--- src/rtl/flg_match_offset_gen.sv ---
// Sparse-flag match scanner: walks the channels where both the activation and
// weight flags are set, lowest first, and emits one registered beat per match
// carrying the offsets into the compressed act/wei streams plus word totals.
// A word with no common channel yields a single non-match beat with totals.
module flg_match_offset_gen #(
  parameter int DATA_WIDTH = 32,
  parameter int MODE       = 0,
  localparam int IDX_W     = (DATA_WIDTH > 1) ? $clog2(DATA_WIDTH) : 1,
  localparam int CNT_W     = $clog2(DATA_WIDTH + 1)
) (
  input  logic                  clk,
  input  logic                  rst,
  input  logic                  I_Flush,
  input  logic                  I_Val,
  output logic                  O_Rdy,
  input  logic [DATA_WIDTH-1:0] I_ActFlag,
  input  logic [DATA_WIDTH-1:0] I_WeiFlag,
  output logic                  O_Val,
  input  logic                  I_Rdy,
  output logic                  O_Match,
  output logic                  O_Last,
  output logic [IDX_W-1:0]      O_Chn,
  output logic [IDX_W-1:0]      O_Offset_Act,
  output logic [IDX_W-1:0]      O_Offset_Wei,
  output logic [CNT_W-1:0]      O_ActTot,
  output logic [CNT_W-1:0]      O_WeiTot,
  output logic                  O_Busy
);

  typedef enum logic {IDLE = 1'b0, EMIT = 1'b1} stateT;

  stateT                 stateReg, stateNext;
  logic [DATA_WIDTH-1:0] actReg, actNext;
  logic [DATA_WIDTH-1:0] weiReg, weiNext;
  // Matches still to be emitted after the beat currently on the outputs.
  logic [DATA_WIDTH-1:0] pendReg, pendNext;
  logic                  matchReg, matchNext;
  logic                  lastReg, lastNext;
  logic [IDX_W-1:0]      chnReg, chnNext;
  logic [IDX_W-1:0]      offActReg, offActNext;
  logic [IDX_W-1:0]      offWeiReg, offWeiNext;
  logic [CNT_W-1:0]      actTotReg, actTotNext;
  logic [CNT_W-1:0]      weiTotReg, weiTotNext;

  logic                  rdyInt;
  logic                  accept;
  logic                  handshake;

  // Source of the next beat: a freshly accepted word, or the held word.
  logic [DATA_WIDTH-1:0] srcAct, srcWei, srcPend, remPend;
  logic                  srcFirst, firstEff;
  logic                  beatFound;
  logic [IDX_W-1:0]      beatChn, beatOffAct, beatOffWei;
  logic [DATA_WIDTH-1:0] winMask;
  logic [CNT_W-1:0]      inActTot, inWeiTot;

  // Handshake qualifiers; a new word may enter on the final beat's handshake.
  always_comb begin
    rdyInt    = ~I_Flush & ((stateReg == IDLE) | (lastReg & I_Rdy));
    accept    = I_Val & rdyInt;
    handshake = (stateReg == EMIT) & I_Rdy;
  end

  // Select which word/pending mask feeds the beat calculation.
  always_comb begin
    srcAct   = accept ? I_ActFlag : actReg;
    srcWei   = accept ? I_WeiFlag : weiReg;
    srcPend  = accept ? (I_ActFlag & I_WeiFlag) : pendReg;
    srcFirst = accept;
    firstEff = srcFirst | (MODE != 0);
    remPend  = srcPend & (srcPend - DATA_WIDTH'(1));
  end

  // Locate the lowest pending channel.
  always_comb begin
    beatFound = 1'b0;
    beatChn   = '0;
    for (int i = DATA_WIDTH - 1; i >= 0; i--) begin
      if (srcPend[i]) begin
        beatFound = 1'b1;
        beatChn   = IDX_W'(i);
      end
    end
  end

  // Counting window: below the match, and above the previous match in REL mode.
  // The previous match is the channel still held on the outputs.
  for (genvar gi = 0; gi < DATA_WIDTH; gi++) begin : gWin
    assign winMask[gi] = (IDX_W'(gi) < beatChn) && (firstEff || (IDX_W'(gi) > chnReg));
  end

  // Offsets are the set flags inside the window; totals cover the whole input word.
  always_comb begin
    beatOffAct = '0;
    beatOffWei = '0;
    inActTot   = '0;
    inWeiTot   = '0;
    for (int i = 0; i < DATA_WIDTH; i++) begin
      if (srcAct[i] && winMask[i]) beatOffAct = beatOffAct + IDX_W'(1);
      if (srcWei[i] && winMask[i]) beatOffWei = beatOffWei + IDX_W'(1);
      if (I_ActFlag[i])            inActTot   = inActTot + CNT_W'(1);
      if (I_WeiFlag[i])            inWeiTot   = inWeiTot + CNT_W'(1);
    end
  end

  // Next-state and next-beat selection; flush wins over everything.
  always_comb begin
    stateNext  = stateReg;
    actNext    = actReg;
    weiNext    = weiReg;
    pendNext   = pendReg;
    matchNext  = matchReg;
    lastNext   = lastReg;
    chnNext    = chnReg;
    offActNext = offActReg;
    offWeiNext = offWeiReg;
    actTotNext = actTotReg;
    weiTotNext = weiTotReg;
    if (I_Flush || (handshake && lastReg && !accept)) begin
      stateNext  = IDLE;
      pendNext   = '0;
      matchNext  = 1'b0;
      lastNext   = 1'b0;
      chnNext    = '0;
      offActNext = '0;
      offWeiNext = '0;
      actTotNext = '0;
      weiTotNext = '0;
    end else if (accept || handshake) begin
      stateNext  = EMIT;
      pendNext   = remPend;
      matchNext  = beatFound;
      lastNext   = (remPend == '0);
      chnNext    = beatChn;
      offActNext = beatOffAct;
      offWeiNext = beatOffWei;
      if (accept) begin
        actNext    = I_ActFlag;
        weiNext    = I_WeiFlag;
        actTotNext = inActTot;
        weiTotNext = inWeiTot;
      end
    end
  end

  // State and registered beat outputs.
  always_ff @(posedge clk or posedge rst) begin
    if (rst) begin
      stateReg  <= IDLE;
      actReg    <= '0;
      weiReg    <= '0;
      pendReg   <= '0;
      matchReg  <= 1'b0;
      lastReg   <= 1'b0;
      chnReg    <= '0;
      offActReg <= '0;
      offWeiReg <= '0;
      actTotReg <= '0;
      weiTotReg <= '0;
    end else begin
      stateReg  <= stateNext;
      actReg    <= actNext;
      weiReg    <= weiNext;
      pendReg   <= pendNext;
      matchReg  <= matchNext;
      lastReg   <= lastNext;
      chnReg    <= chnNext;
      offActReg <= offActNext;
      offWeiReg <= offWeiNext;
      actTotReg <= actTotNext;
      weiTotReg <= weiTotNext;
    end
  end

  assign O_Rdy        = rdyInt;
  assign O_Val        = (stateReg == EMIT);
  assign O_Busy       = (stateReg == EMIT);
  assign O_Match      = matchReg;
  assign O_Last       = lastReg;
  assign O_Chn        = chnReg;
  assign O_Offset_Act = offActReg;
  assign O_Offset_Wei = offWeiReg;
  assign O_ActTot     = actTotReg;
  assign O_WeiTot     = weiTotReg;

endmodule

--- config.mk ---
export PLATFORM = sky130hd
export DESIGN_NAME = flg_match_offset_gen
export DESIGN_NICKNAME = d
export VERILOG_FILES = /design/src/rtl/flg_match_offset_gen.sv
export SDC_FILE = /design/constraint.sdc
export NUM_CORES = 1
export LEC_CHECK = 0
export BUFFER_PORTS_ARGS = -buffer_cell sky130_fd_sc_hd__buf_2
export CORE_MARGIN = 2
export CORE_UTILIZATION = 60
export DETAILED_ROUTE_END_ITERATION = 16
export PLACE_DENSITY = 0.78
export SLEW_MARGIN = 20
export SYNTH_ARGS = -nofsm -noshare
export SYNTH_HDL_FRONTEND = slang
export SYNTH_SLANG_ARGS = --single-unit
--- constraint.sdc ---
create_clock -name clk -period 21.3 [get_ports clk]
set_input_delay 3.195 -clock clk [delete_from_list [all_inputs] [get_ports clk]]
set_output_delay 3.195 -clock clk [all_outputs]
set_load 0.005 [all_outputs]
==> metrics <==
area post-placement=between 20000 and 25000 um2; Avg Inst Size Synth=about 7.3 um2; FMAX=~50 MHz; Main synth FF type=dfrtp_1; CTS Buf Count=17; vias=approximately 23000; final core occ=0.665; CTS tree=yes; vias per inst=6.47; Synth Register Bits=around 120; Worst setup EP type=register; multi-input logic area=about 19000 um2; Post-synth EDFFs=0; layout cell share with drive strength beyond 1=0.110; Layout fillers=between 3000 and 4000; Nets=between 3000 and 4000; die area=39000 um2; outcome=complete, no violations; Synth top area share=0.135; DRC=0; Max Slew Vio Count=0; Die H=between 150 and 200 um; Synth warnings=0; WS Path Type=in2reg; GRT Total Usage=0.333; # IOs=101; worst skew pair latency=around 0.44 ns; ranking of synthesized cells by area=dfrtp_1, xnor2_1, nand2_1, ha_1, xor2_1; critical path launch point type=input pin; met2 GRT Util=0.554; gr ovfl total=0; standard-cell rows=70; Post-Route Setup TNS=0 ns; Area growth syn-to-layout=8.73%; design area=approximately 24000 um2; H-Tree Level Count=4; Worst EP arrival=approximately 21 ns; slowest CP cell=or4b_2; FF+latch area=3030 um2; hpwl dp=~52000 um; CP Max Fanout=6; layer with the highest usage=met2; syn_nets=about 3300; max cap viols=0; initial DRC count=approximately 2100; first-pass iteration count of the detailed router=8; post-synthesis instance total=3058; first-pass GRT wire length=roughly 110000 um; Worst path max stage delay=between 0.6 and 0.7 ns; register area share after synthesis=0.135; core region area=36700 um2; per-cell routed wire length=roughly 19 um; clock buffer depth=2; post-layout minimum cycle time=~20 ns; Yosys top cell by area=dfrtp_1; initial antenna violation count=7; Least-Margin Pin Slew=roughly 1.0 ns; Setup Skew=between 0.008 and 0.009 ns; post-synth cell types=108; critical path data required time=around 22 ns; largest net degree at the start of global routing=a little over 70; number of global-route vias before repair=between 20000 and 25000; final hold vios=0; Final Setup Violations=0; initial core utilization=0.612; Final ANT Viol Nets=0; gpl congestion=between 1 and 1.5; Die W=197 um; DRT Wirelength=approximately 67000 um; Post-Synthesis Cell Area=roughly 22000 um2; clock sinks=around 120; GR Layer Usage met3=0.0439; Port Buffer Count=100; Final Cycle Share=0.962; Clock Tree Root=clkbuf_16; Hold WS=roughly 0.47 ns; met1 usage=0.435; Clock Pin Slew Worst Setup and Hold Paths=~0.07 ns; CP dominant cell by count=ha_1; hold crit path type=reg2reg; ys async rst share=1.00; slew margin rel.=0.324
[final timing paths]
check | endpoint | depth (start not counted) | slack, ns | from
max | O_ActTot[4] | 93 | 0.81 | I_ActFlag[0]
min reg2reg | weiReg[21] | 2 | 0.47 | weiReg[21]
max reg2reg | O_Offset_Act[4] | 90 | 3.45 | O_Busy
min | weiReg[21] | 2 | 0.47 | weiReg[21]
min in group asynchronous | O_Match | 2 | 2.88 | rst
max in group asynchronous | weiReg[23] | 3 | 17.01 | rst
[what timing repair did]
item	CTS	global route
setup buffers	0	11
hold endpoints to repair	0	0
gates resized for setup	0	65
endpoints found under the setup margin	0	18
hold buffers	0	0
[registers in the layout, indices dropped and copies added (netlist names)]
register,count
O_Last,1
actReg,30
O_Offset_Wei,5
O_WeiTot,6
O_Offset_Act,5
O_Busy,1
O_Match,1
weiReg,30
O_Chn,5
pendReg,31
O_ActTot,6
[cell type report]
cell class / count / area share
clock inverters: 14 / 0.00753
well taps: 468 / 0.0240
clock buffers: 18 / 0.0180
flip-flops and latches: 121 / 0.124
inverters: 143 / 0.0221
diodes: 7 / 0.000717
repair buffers: 161 / 0.0396
multi-input cells: 2651 / 0.764
[worst max-delay path: cells and delay by family]
| family | cells | cell delay [ns] |
|---|---|---|
| AND/OR/NAND/NOR | 25 | 3.15 |
| XOR/XNOR | 3 | 0.48 |
| adder cells (fa/ha/maj) | 29 | 8.80 |
| AO/OA/AOI/OAI | 19 | 2.83 |
| buffers and inverters | 11 | 0.96 |
| multiplexers | 6 | 1.41 |
[cell usage in the layout (no fill, tap or decap), types with 30 or more instances in the layout]
| cell type | instances |
|---|---|
| dfrtp_1 | 121 |
| buf_4 | 59 |
| nor3_1 | 66 |
| ha_1 | 124 |
| a31oi_1 | 47 |
| nand4_1 | 48 |
| o31ai_1 | 38 |
| inv_1 | 142 |
| mux2i_1 | 54 |
| nand2b_1 | 30 |
| nand3_1 | 96 |
| nand2_1 | 477 |
| buf_2 | 100 |
| a21oi_1 | 194 |
| xnor2_1 | 273 |
| nor2_1 | 212 |
| xor2_1 | 160 |
| and2_1 | 44 |
| o21ai_0 | 167 |
[metal layers]
metal  up-vias  share of wire
met3       177          0.072
li1      11100              -
met4         0          0.037
met2       925           0.46
met1     11000           0.43
met5         -              0
[Yosys cell counts (44+ instances only)]
master,n
a21oi_1,200
a31oi_1,49
and2_1,44
clkbuf_1,116
dfrtp_1,121
ha_1,126
inv_1,143
mux2i_1,57
nand2_1,478
nand3_1,96
nand4_1,48
nor2_1,219
nor3_1,69
o21ai_0,177
xnor2_1,274
xor2_1,160
[through the flow]
stage | cells | worst slack, ns
5_1_grt | 3583 | -0.223
2_1_floorplan | 3058 | 0.147
3_5_place_dp | 3533 | -0.0964
3_3_place_gp | 3533 | 0.568
6_report | 3583 | 0.812
4_1_cts | 3565 | 0.261
[kinds of logic after synthesis]
family / after synthesis / share of synthesized area
AOI/OAI and AO/OA: 794 / 0.239
xor gates and xnor gates: 499 / 0.229
adders and majority gates: 127 / 0.0706
buffers and inverters: 286 / 0.0494
DFF: 121 / 0.135
muxes: 80 / 0.0369
and+or+nand+nor: 1151 / 0.240
Power is left out: the tool's default activity adds up to more than one toggle a clock period on the data nets, which glitch-free logic cannot reach.
